--- src/rtl/key_step_sampler.sv ---
// -----------------------------------------------------------------------------
// key_step_sampler
//
// Front end for the bit-serial sequence detector. A raw active-low pushbutton
// is synchronized and debounced into exactly one single-cycle step strobe per
// press. At the strobe edge the synchronized switch level is captured as the
// serial data bit. Accepted steps are counted for display.
//
// Optional feature (macro KEY_STEP_AUTO_REPEAT_EN):
//   defined   - while the key is held, another strobe is emitted every
//               REPEAT_CYCLES clocks after acceptance.
//   undefined - exactly one strobe per press; REPEAT_CYCLES is not used.
//
// Ports:
//   CLOCK_50    in   system clock, all logic on rising edge
//   reset       in   asynchronous, active-high reset
//   key_n       in   raw pushbutton, 0 = pressed, asynchronous
//   sw_in       in   raw switch level (serial data bit), asynchronous
//   bit_valid   out  one-cycle strobe per accepted step
//   bit_out     out  data bit for the step, held between strobes
//   step_count  out  accepted steps, modulo 2^STEP_W
//   busy        out  high whenever the FSM is not in IDLE
//
// state        | meaning
// -------------+----------------------------------------------------------
// IDLE         | key released and debounced, waiting for a low key_s
// PRESS_WAIT   | key_s low, counting stable clocks before accepting press
// PRESSED      | press accepted (strobe issued), waiting for key_s high
// RELEASE_WAIT | key_s high, counting stable clocks before accepting release
//
// The counter clears on every state change.
// -----------------------------------------------------------------------------
module key_step_sampler #(
    parameter int DEBOUNCE_CYCLES = 250000,
    parameter int CNT_W           = 18,
    parameter int STEP_W          = 8,
    parameter int REPEAT_CYCLES   = 25000000
) (
    input  logic              CLOCK_50,
    input  logic              reset,
    input  logic              key_n,
    input  logic              sw_in,
    output logic              bit_valid,
    output logic              bit_out,
    output logic [STEP_W-1:0] step_count,
    output logic              busy
);

    typedef enum logic [1:0] {
        IDLE         = 2'd0,
        PRESS_WAIT   = 2'd1,
        PRESSED      = 2'd2,
        RELEASE_WAIT = 2'd3
    } state_t;

    localparam logic [CNT_W-1:0] DB_LAST = CNT_W'(DEBOUNCE_CYCLES - 1);
`ifdef KEY_STEP_AUTO_REPEAT_EN
    localparam logic [CNT_W-1:0] RP_LAST = CNT_W'(REPEAT_CYCLES - 1);
`endif

    // Legal ranges: DEBOUNCE_CYCLES >= 1, REPEAT_CYCLES >= 1. Nothing is built
    // here; out-of-range values simply make this block appear in elaboration.
    generate
        if (DEBOUNCE_CYCLES < 1 || REPEAT_CYCLES < 1) begin : g_param_out_of_range
        end
    endgenerate

    logic key_meta, key_s;
    logic sw_meta, sw_s;

    state_t           state, state_nxt;
    logic [CNT_W-1:0] cnt, cnt_nxt;
    logic             strobe;

    // Two-flop synchronizers; key resets to released, switch to 0.
    always_ff @(posedge CLOCK_50 or posedge reset) begin
        if (reset) begin
            key_meta <= 1'b1;
            key_s    <= 1'b1;
            sw_meta  <= 1'b0;
            sw_s     <= 1'b0;
        end else begin
            key_meta <= key_n;
            key_s    <= key_meta;
            sw_meta  <= sw_in;
            sw_s     <= sw_meta;
        end
    end

    always_ff @(posedge CLOCK_50 or posedge reset) begin
        if (reset) begin
            state      <= IDLE;
            cnt        <= '0;
            bit_valid  <= 1'b0;
            bit_out    <= 1'b0;
            step_count <= '0;
            busy       <= 1'b0;
        end else begin
            state     <= state_nxt;
            cnt       <= cnt_nxt;
            bit_valid <= strobe;
            busy      <= (state_nxt != IDLE);
            if (strobe) begin
                bit_out    <= sw_s;
                step_count <= step_count + STEP_W'(1);
            end
        end
    end

    always_comb begin
        state_nxt = state;
        cnt_nxt   = cnt;
        strobe    = 1'b0;
        case (state)
            IDLE: begin
                if (!key_s) begin
                    state_nxt = PRESS_WAIT;
                    cnt_nxt   = '0;
                end
            end
            PRESS_WAIT: begin
                if (key_s) begin
                    state_nxt = IDLE;
                    cnt_nxt   = '0;
                end else if (cnt == DB_LAST) begin
                    state_nxt = PRESSED;
                    cnt_nxt   = '0;
                    strobe    = 1'b1;
                end else begin
                    cnt_nxt = cnt + CNT_W'(1);
                end
            end
            PRESSED: begin
                if (key_s) begin
                    state_nxt = RELEASE_WAIT;
                    cnt_nxt   = '0;
                end
`ifdef KEY_STEP_AUTO_REPEAT_EN
                else if (cnt == RP_LAST) begin
                    cnt_nxt = '0;
                    strobe  = 1'b1;
                end else begin
                    cnt_nxt = cnt + CNT_W'(1);
                end
`endif
            end
            RELEASE_WAIT: begin
                // A low here is release bounce: return to PRESSED, no strobe.
                if (!key_s) begin
                    state_nxt = PRESSED;
                    cnt_nxt   = '0;
                end else if (cnt == DB_LAST) begin
                    state_nxt = IDLE;
                    cnt_nxt   = '0;
                end else begin
                    cnt_nxt = cnt + CNT_W'(1);
                end
            end
            default: begin
                state_nxt = IDLE;
                cnt_nxt   = '0;
            end
        endcase
    end

endmodule

--- config.mk ---
export PLATFORM = sky130hd
export DESIGN_NAME = key_step_sampler
export DESIGN_NICKNAME = d
export VERILOG_FILES = /design/src/rtl/key_step_sampler.sv
export SDC_FILE = /design/constraint.sdc
export NUM_CORES = 1
export LEC_CHECK = 0
export ABC_AREA = 1
export BUFFER_PORTS_ARGS = -buffer_cell sky130_fd_sc_hd__buf_2
export CORE_MARGIN = 2
export CORE_UTILIZATION = 35
export DETAILED_ROUTE_END_ITERATION = 7
export HOLD_SLACK_MARGIN = 0.06
export SYNTH_ARGS = -nofsm -noshare
export SYNTH_HDL_FRONTEND = slang
export SYNTH_SLANG_ARGS = --single-unit
--- constraint.sdc ---
create_clock -name CLOCK_50 -period 3.3 [get_ports CLOCK_50]
set_input_delay 0.165 -clock CLOCK_50 [delete_from_list [all_inputs] [get_ports CLOCK_50]]
set_output_delay 0.165 -clock CLOCK_50 [all_outputs]
set_load 0.005 [all_outputs]
## Word level (Yosys, flattened, before mapping)

Index checks and enable logic that the tools add are counted.

| cells by class | value |
|---|---|
| add/sub/neg operators | 2 |
| eq/ne operators | 6 |
| muxes and demuxes | 16 |
| reduce and logical (&&, ||, !) cells | 3 |

Operators by type and width:

| operator | number |
|---|---|
| 18-bit 2-to-1 mux | 5 |
| 18-bit one-hot mux with 4 select lines | 1 |
| 18-bit by 1-bit adder with 18-bit output (second input constant) | 1 |
| 18-bit equality test (second input constant) | 1 |
| 2-bit 2-to-1 mux | 6 |
| 8-bit by 1-bit adder with 8-bit output (second input constant) | 1 |
| 2-bit one-hot mux with 4 select lines | 1 |
| 2-bit equality test (second input constant) | 2 |
| 2-bit != test (second input constant) | 2 |
| 1-bit 2-to-1 mux | 3 |
| 2-bit by 1-bit equality test with 1-bit output (second input constant) | 1 |
| 2-bit logical NOT | 1 |
| 2-bit AND reduction | 1 |
| 2-bit nonzero test | 1 |

| word-level totals | value |
|---|---|
| register bits after elaboration | 35 |
| bits of input ports | 4 |
| output and inout bits | 11 |
| logic and storage cells | 37 |

## Logic depth before layout (Yosys ltp)

Gate-level depths: netlist of run 1.

| depth | value |
|---|---|
| word-level depth | 5 |
| depth in mapped cells | 9 |
| mapped depth without buffers | 9 |

## Worst setup path after synthesis of run 1

OpenSTA, ideal clock, no wires.

| timing path | value |
|---|---|
| path type | register to register |
| start | register cnt[0] |
| end | register cnt[5] |
| setup time | 0.120 ns |
| arrival time | 1.323 ns |
| data required time | 3.180 ns |
| slack | 1.857 ns |
| stages on the path, launching flop included | 9 |
| buffers on the path | 1 |
| period minus slack after synthesis | 1.443 ns |
| path through | dfrtp_1 ha_1 nand2_1 nor2_4 nand3_4 and2_4 buf_12 nand2_2 o21ai_2 |

| on the way | value |
|---|---|
| cells in the longest elaborated chain, start to end | 4 |
| elaborated cells between the ends (all ways) | 6 |
| those cells by class | add/sub: 1; eq/ne: 1; mux: 4 |

RTL lines:

| item | RTL line | text |
|---|---|---|
| from (decl) | 72 | `logic [CNT_W-1:0] cnt, cnt_nxt;` |
| from (signal assigned) | 100 | `cnt <= cnt_nxt;` |
| 18-bit by 1-bit adder with 18-bit output / 18-bit equality test (equally long branches) | n/a |  |
| 18-bit 2-to-1 mux * | 125, 152 |  |
| 18-bit 2-to-1 mux, on equally long branches | 149, 122 |  |
| 18-bit one-hot mux with 4 select lines * | 114 | `case (state)` |

Mark *: on every way between the ends. The rest lies on a longest branch, timed or not.
A chain may end at the register's enable or synchronous reset.

## Worst setup path after layout of run 1

| timing path | value |
|---|---|
| start | register key_s |
| end | register cnt[7] |

| on the way | value |
|---|---|
| cells in the longest elaborated chain, start to end | 2 |
| elaborated cells between the ends (all ways) | 6 |
| those cells by class | eq/ne: 2; mux: 3; reduce/logical: 1 |

RTL lines:

| item | RTL line | text |
|---|---|---|
| from (decl) | 68 | `logic key_meta, key_s;` |
| from (signal assigned) | 84 | `key_s <= key_meta;` |
| 18-bit 2-to-1 mux (tied with other cells) | 149 | `if (!key_s) begin` |
| 18-bit one-hot mux with 4 select lines / 2-bit AND reduction (equally long branches) | n/a |  |

Several ways; a longest one is shown, not always the timed one.

==> results of run 1 <==
[timing repair]
| item | in CTS | in global routing |
|---|---|---|
| resized for setup | 0 | 0 |
| endpoints found under the setup margin | 0 | 0 |
| endpoints found under the hold margin | 35 | 0 |
| hold buffers | 3 | 0 |
[state kept, by name (all words and copies together), names as in the netlist]
signal      cells
bit_out         1
bit_valid       1
busy            1
cnt            18
key_meta        1
key_s           1
state           2
step_count      8
sw_meta         1
sw_s            1
[layer usage]
metal  wire length (um)  vias up  global-route usage, %  part of all wire [%]
met2               1813       20                  21.40                    46
met4                 73        0                  6.102                   1.9
met3                100        4                  3.000                   2.5
met1               1947      749                  17.69                    49
met5                  0        -                      0                     0
li1                   -      852                      -                     -
[final cells by class]
class	instances	share of cell area, %
Clock buffer	5	2.889
Inverter	32	5.095
Sequential cell	35	36.87
Multi-Input combinational cell	185	43.86
Timing Repair Buffer	18	4.517
Clock inverter	3	2.836
Tap cell	75	3.939
[layout by cell type, fill, tap and decap left out, types with 2 or more instances in the layout]
| master | netlist | final |
|---|---|---|
| nor3_1 | 3 | 3 |
| nand3b_1 | 2 | 2 |
| dfstp_2 | 2 | 2 |
| nor2_4 | 7 | 7 |
| o21ai_0 | 10 | 10 |
| nor2_1 | 16 | 16 |
| ha_1 | 2 | 2 |
| nand4_1 | 12 | 12 |
| bufinv_16 | 0 | 2 |
| buf_2 | 0 | 14 |
| xor2_1 | 12 | 12 |
| inv_1 | 28 | 28 |
| nand2_1 | 69 | 69 |
| nand3_2 | 4 | 4 |
| nand3_1 | 14 | 14 |
| nand2_2 | 14 | 14 |
| xnor2_1 | 2 | 2 |
| a21oi_1 | 3 | 3 |
| o21ai_2 | 3 | 3 |
| inv_2 | 3 | 3 |
| nor2_2 | 6 | 6 |
| clkbuf_8 | 0 | 5 |
| dlygate4sd3_1 | 0 | 3 |
| dfrtp_1 | 33 | 33 |
[stage by stage]
stage | setup WS (ns) | hold slack (ns) | util [%] | std cells | power, mW
after floorplan | 1.857 | 0.1695 | - | 255 | 0.4761
after global placement | 1.478 | 0.2755 | 37.87 | 342 | 0.4845
after detailed placement | 1.382 | 0.2760 | 37.87 | 342 | 0.4847
after CTS | 1.394 | 0.3523 | 40.72 | 353 | 0.9587
after global routing | 1.214 | 0.3617 | 40.72 | 353 | 0.9830
final | 1.452 | 0.3510 | 40.72 | 353 | 0.9433
[worst register-to-register path, delay by kind of cell (launching register included)]
family	cells	cell delay [ns]
simple gates	3	0.67
flops	1	0.57
buf+inv	2	0.33
compound gates	1	0.20
[power groups by stage]
stage	Sequential, mW	Combinational (mW)	Clock, mW
finish	0.439	0.0380	0.466
floorplan	0.447	0.0291	0
detailed placement	0.448	0.0368	0
CTS	0.439	0.0397	0.480
global placement	0.448	0.0368	0
global route	0.440	0.0441	0.499
[worst min path at each step]
stage,end,slack (ns),depth (start not counted)
finish,sw_s$_DFF_PP0_,0.35,0
global route,sw_s$_DFF_PP0_,0.36,0
CTS,sw_s$_DFF_PP0_,0.35,0
detailed placement,sw_meta$_DFF_PP0_,0.28,1
global placement,key_meta$_DFF_PP1_,0.28,1
floorplan,key_meta$_DFF_PP1_,0.17,0
[kinds of logic after synthesis]
group	count (synthesis)
AO/OA/AOI/OAI	17
flip-flops	35
XOR/XNOR	14
buffers and inverters	35
adder cells (fa/ha/maj)	2
AND/OR/NAND/NOR	152
==> flow_summary_export.csv, run 1 <==
group,metric,value,unit
run_status,outcome,"complete, no violations",
worst_setup_path,start_kind,"register",
die,coreArea,5851,sq um
cells_and_area,ff_latch_area,878.3,sq um
placed_design,dp_hpwl,2.815,mm
synth,synth.avg_cell_area,8.170,sq um
worst_setup_path,crit_fanout,14,
pwr,p_switching,0.1954,mW
grt,grtUsageTotal,13.53,%
placed_design,place_area,2216,sq um
cells_and_area,final_nets,283,
worst_setup_path,critPathTopFamily,"simple AND/OR/NAND/NOR gates",
synth,synthTopCellsByCount,"nand2_1, dfrtp_1, inv_1",
sta,rsz0062_at_grt,"no",
pwr,power_frac_clock,49.4,%
placed_design,gp_congestion,0.7688,
worst_setup_path,slowest_stage,"dfstp_2",
pwr,ir_drop,176.5,uV
worst_setup_path,cp_data_arrival_time,2.06,ns
route,drtPass1Iterations,4,
sta,fmax,541.2,MHz
worst_setup_path,path_cells,"nor2_2, nor2_2, inv_1, nor2_2, inv_1, o21ai_0",
synth,yosys_warnings,0,
synth,postSynth.asyncResetShare,100.0,%
synth,yosysSeqAreaShare,42.16,%
synth,synth-compound-area-share,4.685,%
synth,synth_edf_count,0,
worst_setup_path,crit-reg2reg-launch,"key_s$_DFF_PP1_",
worst_setup_path,crit_path_start,"key_s$_DFF_PP1_",
worst_setup_path,max_stage_delay,0.57,ns
die,placementRows,28,
sta,tightest_slew,0.5436,ns
clock_tree,worstSkewPairLatency,0.29,ns
synth,synth_xor_area_share,5.886,%
worst_setup_path,cpMostUsedCell,"nor2_2",
pwr,sw_frac_of_total,20.71,%
cells_and_area,final_area,2382,sq um
sta,min_period_over_period,55.99,%
synth,synth_area,2083,sq um
synth,yosysTopAreaCell,"dfrtp_1",
die,die_h,81.15,um
pwr,p_leak,1.181,nW
clock_tree,clock-root-buffer,"clkbuf_8",
clock_tree,postCtsSetupBuffers,0,
pwr,powerDensity,395.9,nW/um^2
synth,yosysMostFrequentCell,"nand2_1",
grt,grt_pass1_wl,6.734,mm
worst_setup_path,crit_path_end,"cnt[7]$_DFFE_PP0P_",
worst_setup_path,crit_type,"reg2reg",
clock_tree,h-tree-depth,2,
sta,fin_tns_setup,0,ns
worst_setup_path,timing.rr.end,"cnt[7]$_DFFE_PP0P_",
synth,synth_top_family_by_area,"simple AND/OR/NAND/NOR gates",
grt,grt_overflow,0,
die,start_util,35.61,%
sta,final_hold_viol_count,0,
route,drtAntennaViolNets,0,
cells_and_area,multiInputGateArea,1045,sq um
route,wl,3.934,mm
synth,synthCells,255,
synth,syn_nets,261,
cells_and_area,drive_above_1_share,24.10,%
worst_setup_path,ff2ff_path_depth,6,
die,dieArea,6585,sq um
worst_setup_path,r2r_setup_slack,1.45,ns
synth,synthTopCellsByArea,"dfrtp_1, nand2_1, inv_1",
worst_setup_path,critical_path_buf_inv_count,2,
sta,slew_viol_final,0,
route,vias_per_cell,4.603,
worst_hold_path,hold_path_class,"reg2reg",
die,io_pins,15,
grt,grt_pass1_vias,1467,
die,die_w,81.15,um
synth,ys_ff_latch,35,
sta,fin_crit,1.848,ns
pwr,seqPwrFrac,46.6,%
flow_run,drv_cap,0,
pwr,combPwrFrac,4.0,%
synth,muxShareOfSynthArea,0,%
route,num_vias,1625,
route,drt-initial-drc-count,107,
cells_and_area,area_delta_synth_final,14.35,%
synth,synth_top_area_share,39.64,%
clock_tree,clk_pin_slew,0.08,ns
grt,antenna_found_initial,0,
worst_hold_path,min-delay-start,"sw_meta$_DFF_PP0_",
route,drc,0,
synth,yosys.cell_types.count,30,
cells_and_area,nFillCells,595,
pwr,p_int,0.7479,mW
cells_and_area,antenna_cells,0,
synth,synth_top_flop_cell,"dfrtp_1",
sta,finClkSkew,0.005896,ns
clock_tree,numCtsBuffers,5,
placed_design,io_buffers,14,
grt,grt_max_degree,36,
worst_setup_path,critPathCaptureType,"register",
clock_tree,cts_tree,"yes",
synth,synthSimpleGateAreaFrac,38.38,%
worst_setup_path,crit_cells,6,
sta,slew_headroom,63.72,%
clock_tree,numClockSinks,35,
worst_setup_path,required,3.51,ns
route,routedWlPerCell,11.14,um
sta,setup_viol,0,
clock_tree,clockBufferDepth,2,
synth,synthAdderAreaFrac,1.201,%
Note: power is estimated with default switching activity, not from simulation.
==> run 2: changes to the inputs <==
clock period = 1.9 ns   (was 3.3 ns; I/O delays follow)
==> flow_summary_export.csv, run 2 (synthesis results as in run 1) <==
group,metric,value,unit
pwr,finalPower,1.534,mW
die,die_w,81.15,um
clock_tree,numClockSinks,35,
worst_setup_path,crit_fanout,6,
worst_hold_path,min-delay-start,"sw_meta$_DFF_PP0_",
placed_design,dp_slack,0.2881,ns
clock_tree,clock-root-buffer,"clkbuf_8",
worst_hold_path,hold_path_class,"reg2reg",
sta,min_period_over_period,85.06,%
sta,finClkSkew,0.003252,ns
worst_setup_path,slowest_stage,"dfrtp_1",
sta,slew_viol_final,0,
worst_setup_path,critPathCaptureType,"register",
pwr,powerDensity,643.0,nW/um^2
sta,setup_viol,0,
pwr,ir_drop,294.0,uV
route,wl,3.987,mm
worst_setup_path,required,2.08,ns
route,drtPass1Iterations,5,
worst_setup_path,crit-reg2reg-launch,"cnt[0]$_DFFE_PP0P_",
worst_setup_path,timing.rr.end,"step_count[4]$_DFFE_PP0P_",
placed_design,dp_hpwl,2.898,mm
sta,fmax,618.8,MHz
cells_and_area,largest-register,"cnt",
cells_and_area,final_nets,286,
cells_and_area,fin_cells,356,
run_status,outcome,"complete, no violations",
worst_setup_path,ff2ff_path_depth,8,
placed_design,placed_cells,345,
cells_and_area,final_area,2386,sq um
grt,grt_pass1_vias,1571,
placed_design,place_area,2238,sq um
sta,fin_tns_setup,0,ns
cells_and_area,drive_above_1_share,24.91,%
route,num_vias,1639,
sta,final_hold_viol_count,0,
worst_setup_path,critical_path_buf_inv_count,0,
flow_run,drv_cap,0,
worst_setup_path,crit_type,"reg2reg",
route,drtAntennaViolNets,0,
worst_setup_path,start_kind,"register",
grt,antenna_found_initial,0,
die,io_pins,15,
cells_and_area,post-route-util,40.78,%
grt,grtUsageTotal,13.71,%
grt,grt_max_degree,36,
die,placementRows,28,
cells_and_area,final_common_cell,"nand2_1",
clock_tree,clk_pin_slew,0.07,ns
pwr,combPwrFrac,4.7,%
grt,grt_overflow,0,
sta,fin_crit,1.616,ns
clock_tree,numCtsBuffers,5,
sta,worst_slack,0.2839,ns
worst_setup_path,path_cells,"ha_1, nand2_1, nor2_4, nand3_2, nor2_1, nand4_2, nand2_1, nand2_1",
die,coreArea,5851,sq um
cells_and_area,largest_reg_flops,18,
route,vias_per_cell,4.604,
route,routedWlPerCell,11.20,um
pwr,p_switching,0.3300,mW
pwr,seqPwrFrac,49.8,%
pwr,p_int,1.204,mW
clock_tree,clockBufferDepth,2,
sta,rsz0062_at_grt,"no",
cells_and_area,antenna_cells,0,
placed_design,io_buffers,14,
worst_setup_path,cpMostUsedCell,"nand2_1",
worst_setup_path,r2r_setup_slack,0.28,ns
route,drc,0,
clock_tree,worstSkewPairLatency,0.28,ns
die,dieArea,6585,sq um
worst_hold_path,min_path_cells,0,
grt,grt_pass1_wl,6.941,mm
sta,slew_headroom,70.07,%
placed_design,gp_congestion,0.8184,
cells_and_area,mostFrequentLayoutCells,"nand2_1, dfrtp_1, inv_1",
pwr,sw_frac_of_total,21.51,%
sta,hold-worst-slack,0.3514,ns
clock_tree,cts_tree,"yes",
pwr,p_leak,1.193,nW
worst_hold_path,holdPathEnd,"sw_s$_DFF_PP0_",
pwr,power_frac_clock,45.6,%
worst_setup_path,max_stage_delay,0.39,ns
route,drt-initial-drc-count,37,
die,die_h,81.15,um
cells_and_area,top_regs,"cnt x18, step_count x8, state x2",
cells_and_area,area_delta_synth_final,14.53,%
sta,tightest_slew,0.4490,ns
clock_tree,h-tree-depth,2,
worst_setup_path,cp_data_arrival_time,1.80,ns
die,start_util,35.61,%
worst_setup_path,critPathTopFamily,"simple AND/OR/NAND/NOR gates",
-- run 2: cell types whose count changed in the layout (fill, tap and decap cells not counted) --
cell / before / now
buf_4: 1 / 4
bufinv_16: 2 / 1
clkbuf_8: 5 / 6
clkinv_2: 1 / 2
clkinvlp_4: 1 / 0
-- run 2: final cells by class --
type,instances,area (sq um)
inverters,32,121.4
flip-flops and latches,35,878.3
repair buffers,21,130.1
clock buffers,6,82.58
multi-input cells,185,1045
well taps,75,93.84
clock inverters,2,35.03
fillers,600,3465
-- run 2: timing repair --
item / CTS / global route
buffers inserted: 0 / 0
resized for setup: 0 / 0
hold endpoints to repair: 35 / 0
setup endpoints to repair: 0 / 0
hold buffers: 3 / 0
-- run 2: worst max path at each step --
stage                  startpoint                   endpoint  cells past startpoint
2_1_floorplan  cnt[0]$_DFFE_PP0P_         cnt[5]$_DFFE_PP0P_                      8
3_3_place_gp   cnt[0]$_DFFE_PP0P_  step_count[3]$_DFFE_PP0P_                      8
3_5_place_dp   cnt[0]$_DFFE_PP0P_  step_count[4]$_DFFE_PP0P_                      8
4_1_cts        cnt[0]$_DFFE_PP0P_  step_count[4]$_DFFE_PP0P_                      8
5_1_grt        cnt[0]$_DFFE_PP0P_        cnt[16]$_DFFE_PP0P_                      9
6_report       cnt[0]$_DFFE_PP0P_  step_count[4]$_DFFE_PP0P_                      8
-- run 2: power by group through the flow --
stage	Combinational, mW	Sequential [mW]	Clock [mW]
after floorplan	0.0506	0.776	0
after global placement	0.0693	0.777	0
after detailed placement	0.0695	0.778	0
after CTS	0.0745	0.763	0.721
after global routing	0.0815	0.764	0.753
final	0.0716	0.763	0.699
-- run 2: layer usage --
metal  part of all wire (%)  routed length [um]  GRT usage [%]
met5                      0                   0              0
met1                     49                1951          16.97
met4                    2.1                  85          6.271
met2                     46                1826          22.81
met3                    3.1                 122          3.000
-- run 2: worst register-to-register path: stages, from the launching register on --
cell and delay [ns]:
dfrtp_1 0.39, ha_1 0.18, nand2_1 0.12, nor2_4 0.21, nand3_2 0.14, nor2_1 0.14, nand4_2 0.18, nand2_1 0.11
nand2_1 0.06
